[config.mk]
export PLATFORM = sky130hd
export DESIGN_NAME = logicnets_input_quantizer
export DESIGN_NICKNAME = d
export VERILOG_FILES = /design/src/rtl/logicnets_pkg.sv /design/src/rtl/logicnets_feat_quant.sv /design/src/rtl/logicnets_input_quantizer.sv
export SDC_FILE = /design/constraint.sdc
export NUM_CORES = 1
export LEC_CHECK = 0
export ABC_AREA = 1
export CAP_MARGIN = 20
export CORE_MARGIN = 2
export CORE_UTILIZATION = 50
export CTS_BUF_LIST = sky130_fd_sc_hd__clkbuf_8
export CTS_CLUSTER_SIZE = 25
export DETAILED_ROUTE_END_ITERATION = 10
export PLACE_DENSITY = 0.89
export SLEW_MARGIN = 10
export SYNTH_ARGS = -nofsm -noshare
export SYNTH_HDL_FRONTEND = slang
export SYNTH_HIERARCHICAL = 1
export SYNTH_SLANG_ARGS = --single-unit
[constraint.sdc]
create_clock -name clk -period 1.4 [get_ports clk]
set_input_delay 0.28 -clock clk [delete_from_list [all_inputs] [get_ports clk]]
set_output_delay 0.28 -clock clk [all_outputs]
set_load 0.005 [all_outputs]
[src/rtl/logicnets_pkg.sv]
// Shared types and helpers for the LogicNets input stages: FSM state encoding,
// counter sizing and the quantizer clamp bounds.
package logicnets_pkg;

    typedef enum logic [1:0] {
        COLLECT = 2'd0,
        FULL    = 2'd1,
        DROP    = 2'd2
    } lnq_state_t;

    localparam int LNQ_CODE_MIN = 0;

    function automatic int lnq_cnt_w(input int n_feat);
        return (n_feat < 2) ? 1 : $clog2(n_feat);
    endfunction

    function automatic int lnq_code_max(input int bits);
        return (1 << bits) - 1;
    endfunction

endpackage

[src/rtl/logicnets_feat_quant.sv]
// Combinational feature quantizer: arithmetic shift, zero-point offset and clamp
// of a signed IN_W-bit value to an unsigned BITS-bit code.
module logicnets_feat_quant
    import logicnets_pkg::*;
#(
    parameter int IN_W   = 16,
    parameter int BITS   = 2,
    parameter int SHIFT  = 4,
    parameter int OFFSET = 2
) (
    input  logic [IN_W-1:0] din,
    output logic [BITS-1:0] code
);

    // One guard bit so the offset add cannot wrap for any input.
    localparam logic signed [IN_W:0] OFF  = (IN_W+1)'(OFFSET);
    localparam logic signed [IN_W:0] QMAX = (IN_W+1)'(lnq_code_max(BITS));
    localparam logic        [BITS-1:0] CODE_MIN = BITS'(LNQ_CODE_MIN);

    logic signed [IN_W:0] ext;
    logic signed [IN_W:0] q;

    always_comb begin
        ext = {din[IN_W-1], din};
        q   = (ext >>> SHIFT) + OFF;
        if (q[IN_W])
            code = CODE_MIN;
        else if (q > QMAX)
            code = QMAX[BITS-1:0];
        else
            code = q[BITS-1:0];
    end

endmodule

[src/rtl/logicnets_input_quantizer.sv]
// Quantizes a stream of signed features and packs N_FEAT codes into one frame
// for the layer-0 neurons. Define LOGICNETS_FRAME_ERR_EN for s_last framing checks.
module logicnets_input_quantizer
    import logicnets_pkg::*;
#(
    parameter int N_FEAT = 4,
    parameter int IN_W   = 16,
    parameter int BITS   = 2,
    parameter int SHIFT  = 4,
    parameter int OFFSET = 2
) (
    input  logic                   clk,
    input  logic                   rst_n,
    input  logic                   s_valid,
    output logic                   s_ready,
    input  logic [IN_W-1:0]        s_data,
    output logic                   m_valid,
    input  logic                   m_ready,
    output logic [N_FEAT*BITS-1:0] m_data
`ifdef LOGICNETS_FRAME_ERR_EN
    ,
    input  logic                   s_last,
    output logic                   err
`endif
);

    localparam int              CNT_W     = lnq_cnt_w(N_FEAT);
    localparam logic [CNT_W-1:0] LAST_SLOT = CNT_W'(N_FEAT - 1);

    lnq_state_t       state;
    logic [CNT_W-1:0] cnt;
    logic [BITS-1:0]  code;
    logic             accept;
`ifdef LOGICNETS_FRAME_ERR_EN
    logic             drop_pend;
`endif

    logicnets_feat_quant #(
        .IN_W   (IN_W),
        .BITS   (BITS),
        .SHIFT  (SHIFT),
        .OFFSET (OFFSET)
    ) u_quant (
        .din  (s_data),
        .code (code)
    );

    assign s_ready = (state != FULL);
    assign m_valid = (state == FULL);
    assign accept  = s_valid && s_ready;

    always_ff @(posedge clk or negedge rst_n) begin
        if (!rst_n) begin
            state  <= COLLECT;
            cnt    <= '0;
            m_data <= '0;
`ifdef LOGICNETS_FRAME_ERR_EN
            err       <= 1'b0;
            drop_pend <= 1'b0;
`endif
        end else begin
            case (state)
                COLLECT: begin
                    if (accept) begin
                        for (int i = 0; i < N_FEAT; i++) begin
                            if (cnt == CNT_W'(i))
                                m_data[i*BITS +: BITS] <= code;
                        end
                        if (cnt == LAST_SLOT) begin
                            cnt   <= '0;
                            state <= FULL;
`ifdef LOGICNETS_FRAME_ERR_EN
                            // Frame still goes out; the stray tail is flushed afterwards.
                            if (!s_last) begin
                                err       <= 1'b1;
                                drop_pend <= 1'b1;
                            end
`endif
                        end
`ifdef LOGICNETS_FRAME_ERR_EN
                        else if (s_last) begin
                            err <= 1'b1;
                            cnt <= '0;
                        end
`endif
                        else begin
                            cnt <= cnt + 1'b1;
                        end
                    end
                end
                FULL: begin
                    if (m_ready) begin
`ifdef LOGICNETS_FRAME_ERR_EN
                        if (drop_pend) begin
                            state     <= DROP;
                            drop_pend <= 1'b0;
                        end else
`endif
                        state <= COLLECT;
                    end
                end
                DROP: begin
`ifdef LOGICNETS_FRAME_ERR_EN
                    if (accept && s_last)
                        state <= COLLECT;
`else
                    state <= COLLECT;
`endif
                end
                default: state <= COLLECT;
            endcase
        end
    end

endmodule

==> flow_summary.yaml, run 1 <==
run_status:
  status: "finished clean"
worst_setup_path:
  data_required_critical_path_ns: 1.12
  worst_r2r_path_cells: 5
  regToRegStartpoint: "cnt[0]"
  ff2ff_setup_slack_ns: 0.22
  timing.critical_path.cells: "clkdlybuf4s50_1"
  cp_slowest_stage_delay_ns: 0.51
  timing.critical_path.from_type: "flop"
  crit_type: "reg2out"
  timing.critical_path.to_type: "output pin"
  worstPathMaxFanout: 2
  crit-reg2reg-capture: "m_data[5]"
  critical_path.n_buffers_inverters: 1
  slowest_stage: "clkdlybuf4s50_1"
  worst_path_dominant_cell_family: "buffers and inverters"
  worst_endpoint_data_arrival_time_ns: 1.12
routing:
  route.detailed.drc: 0
  routed_wl_um: 2400
  drt_iter0_drc: 32
  routed_via_count_divided_by_cell_count: 5.36
  dr_total_vias: 975
  route.antenna.remaining_nets: 0
  routedWlPerCell_um: 13.2
  drt_pre_antenna_iters: 4
timing:
  worst_clock_skew_ns: 0.00409
  finalCritPeriodShare_pct: 99.8
  hold_viol: 0
  final-setup-viol-count: 0
  setup_repair_after_global_routing_missed_its_margin: "yes"
  final-max-slew-violation-count: 0
  post_layout_minimum_cycle_time_ns: 1.40
  max_slew.worst_pin.slew_ns: 0.522
  relSlewSlack_pct: 65.1
  highest_achievable_clock_rate_mhz: 715
final_layout:
  share_of_layout_cells_above_drive_strength_1_pct: 21.8
  utilization_pct: 75.3
  final_cell_area_um2: 1270
  synthToLayoutAreaGrowth_pct: 45.8
  antenna_cells: 0
  layout.nets: 192
clock_tree:
  worst_skew_pair.late_latency_ns: 0.24
  tritoncts: "yes"
  cts.clk_slew.worst_paths_ns: 0.05
  root_buffer_cell: "clkbuf_8"
  tritoncts_num_sinks: 11
  cts_inserted_buffers: 3
  clock_path_buffers: 2
  clock_tree.htree_level_count: 1
logic_synthesis:
  syn_avg_cell_area_um2: 6.71
  ys.warnings.count: 6
  synth.net_count: 156
  postSynthRegisterBits: 11
  synth.lib_cells_used.distinct: 17
  post_synth_instance_area_um2: 872
  synthesis.instances: 130
  ys_seq_area_share_pct: 31.6
worst_hold_path:
  timing.hold.worst.class: "in2async"
global_routing:
  vias_in_the_first_global_route: 909
  grt_pass1_wl_um: 3590
  pin_count_of_the_biggest_net_entering_global_routing: 17
  grt_antenna_before_repair: 0
  grt_util_overall_pct: 23.8
  globalRouteOverflowTotal: 0
run:
  cap_viol_max_count: 0
floorplan:
  chipHeight_um: 45.8
  row_count: 15
  core_um2: 1690
  floorplan.initialDensity_pct: 51.6
  floorplan.die.width_um: 45.8
  floorplan.die_area_um2: 2090
  design.portCount: 30
power_and_ir_drop:
  power_density_nw_per_um2: 1320
  total_leakage_power_nw: 0.739
  max-vdd-ir-drop_mv: 0.606
placement:
  post_place_instance_area_um2: 1190
  io_buffers: 25
  detailedPlacementHpwl_um: 1690
  globalplace.congestion: 0.842
## timing repair
item | CTS | global route
buffers inserted | 1 | 0
hold buffers | 0 | 0
cloned | 0 | 0
pin swaps | 9 | 17
endpoints found under the setup margin | 11 | 12
gates resized for setup | 32 | 21
## Yosys cell counts
library cell,count,share of area (%)
nand3_1,14,8.0
buf_4,1,0.86
ha_1,6,8.6
buf_6,1,1.3
nand3_2,1,1.1
nor2_1,5,2.2
nand4_1,11,7.9
nor2_4,1,1.3
dfrtp_1,11,32
inv_2,2,0.86
o21ai_1,2,1.1
nor2_2,3,2.2
nand2_2,3,2.2
inv_1,19,8.2
o21bai_1,2,1.7
nand2_1,46,20
o21ai_0,2,1.1
## cells in the final DEF (no fill, tap or decap), types with 3 or more instances in the layout
cell	count
buf_4	7
inv_2	6
inv_1	16
clkbuf_8	3
dlygate4sd2_1	5
nand3_1	14
nand2_1	45
dfrtp_1	11
clkbuf_2	4
nand4_1	11
clkdlybuf4s50_1	7
nor2_1	4
nor2_2	4
ha_1	4
nand2_2	4
dlymetal6s2s_1	5
## state kept, by name, indices dropped and copies added, names as in the netlist
| register | flops |
|---|---|
| m_data | 8 |
| state | 1 |
| cnt | 2 |
## where the power goes
group	switching [mW]	internal, mW	total, mW
clock network	0.124	0.193	0.317
registers	0.108	0.464	0.572
logic	0.407	0.386	0.793
## layout make-up
type	instances	area (um^2)
Tap cell	17	21.3
Inverter	21	78.8
Fill cell	128	418
Multi-Input combinational cell	96	537
Clock buffer	3	41.3
Clock inverter	1	3.75
Sequential cell	11	275
Timing Repair Buffer	33	314
## cell families (layout without fill, tap and decap cells)
kind of cell / Yosys count / after routing / share of synthesized area, %
DFF: 11 / 11 / 31.6
adders and majority gates: 6 / 6 / 8.61
AOI/OAI and AO/OA: 6 / 6 / 4.02
and+or+nand+nor: 84 / 84 / 44.6
buffers and inverters: 23 / 58 / 11.2
## metal layers
layer	vias to the layer above	track usage (%)	share of wire, %
li1	485	-	-
met1	437	22.8	39
met2	45	47.0	53
met3	8	3.17	5.5
met4	0	13.1	3.0
met5	-	0	0
## how the worst max path moves through the flow
stage | start | to | slack (ns) | cells past startpoint
after CTS | s_data[5] | m_data[1] | -0.006 | 13
after global routing | s_data[6] | m_data[2] | -0.05 | 14
after floorplan | s_data[5] | m_data[4] | 0.005 | 12
after global placement | s_data[5] | m_data[2] | -0.62 | 13
final | m_data[3] | m_data[3] | 0.002 | 1
after detailed placement | s_data[5] | m_data[2] | -0.69 | 13
## metrics by stage
step           total power, mW  hold slack [ns]  setup slack [ns]  TNS [ns]  std cells
2_1_floorplan            0.936          -0.0156           0.00496         0        130
3_3_place_gp              1.31            0.455            -0.618     -4.86        177
3_5_place_dp              1.37            0.458            -0.691     -5.45        177
4_1_cts                   1.67            0.390          -0.00586  -0.00586        182
5_1_grt                   1.78            0.428           -0.0451    -0.145        182
6_report                  1.68            0.383           0.00221         0        182
(Power assumes the default switching activity.)
==> inputs of run 2 (changes only) <==
Settings changed: HOLD_SLACK_MARGIN set to 0.02.
==> results of run 2 <==
Same layout as run 1: the final DEF is identical, and so are final timing and power.
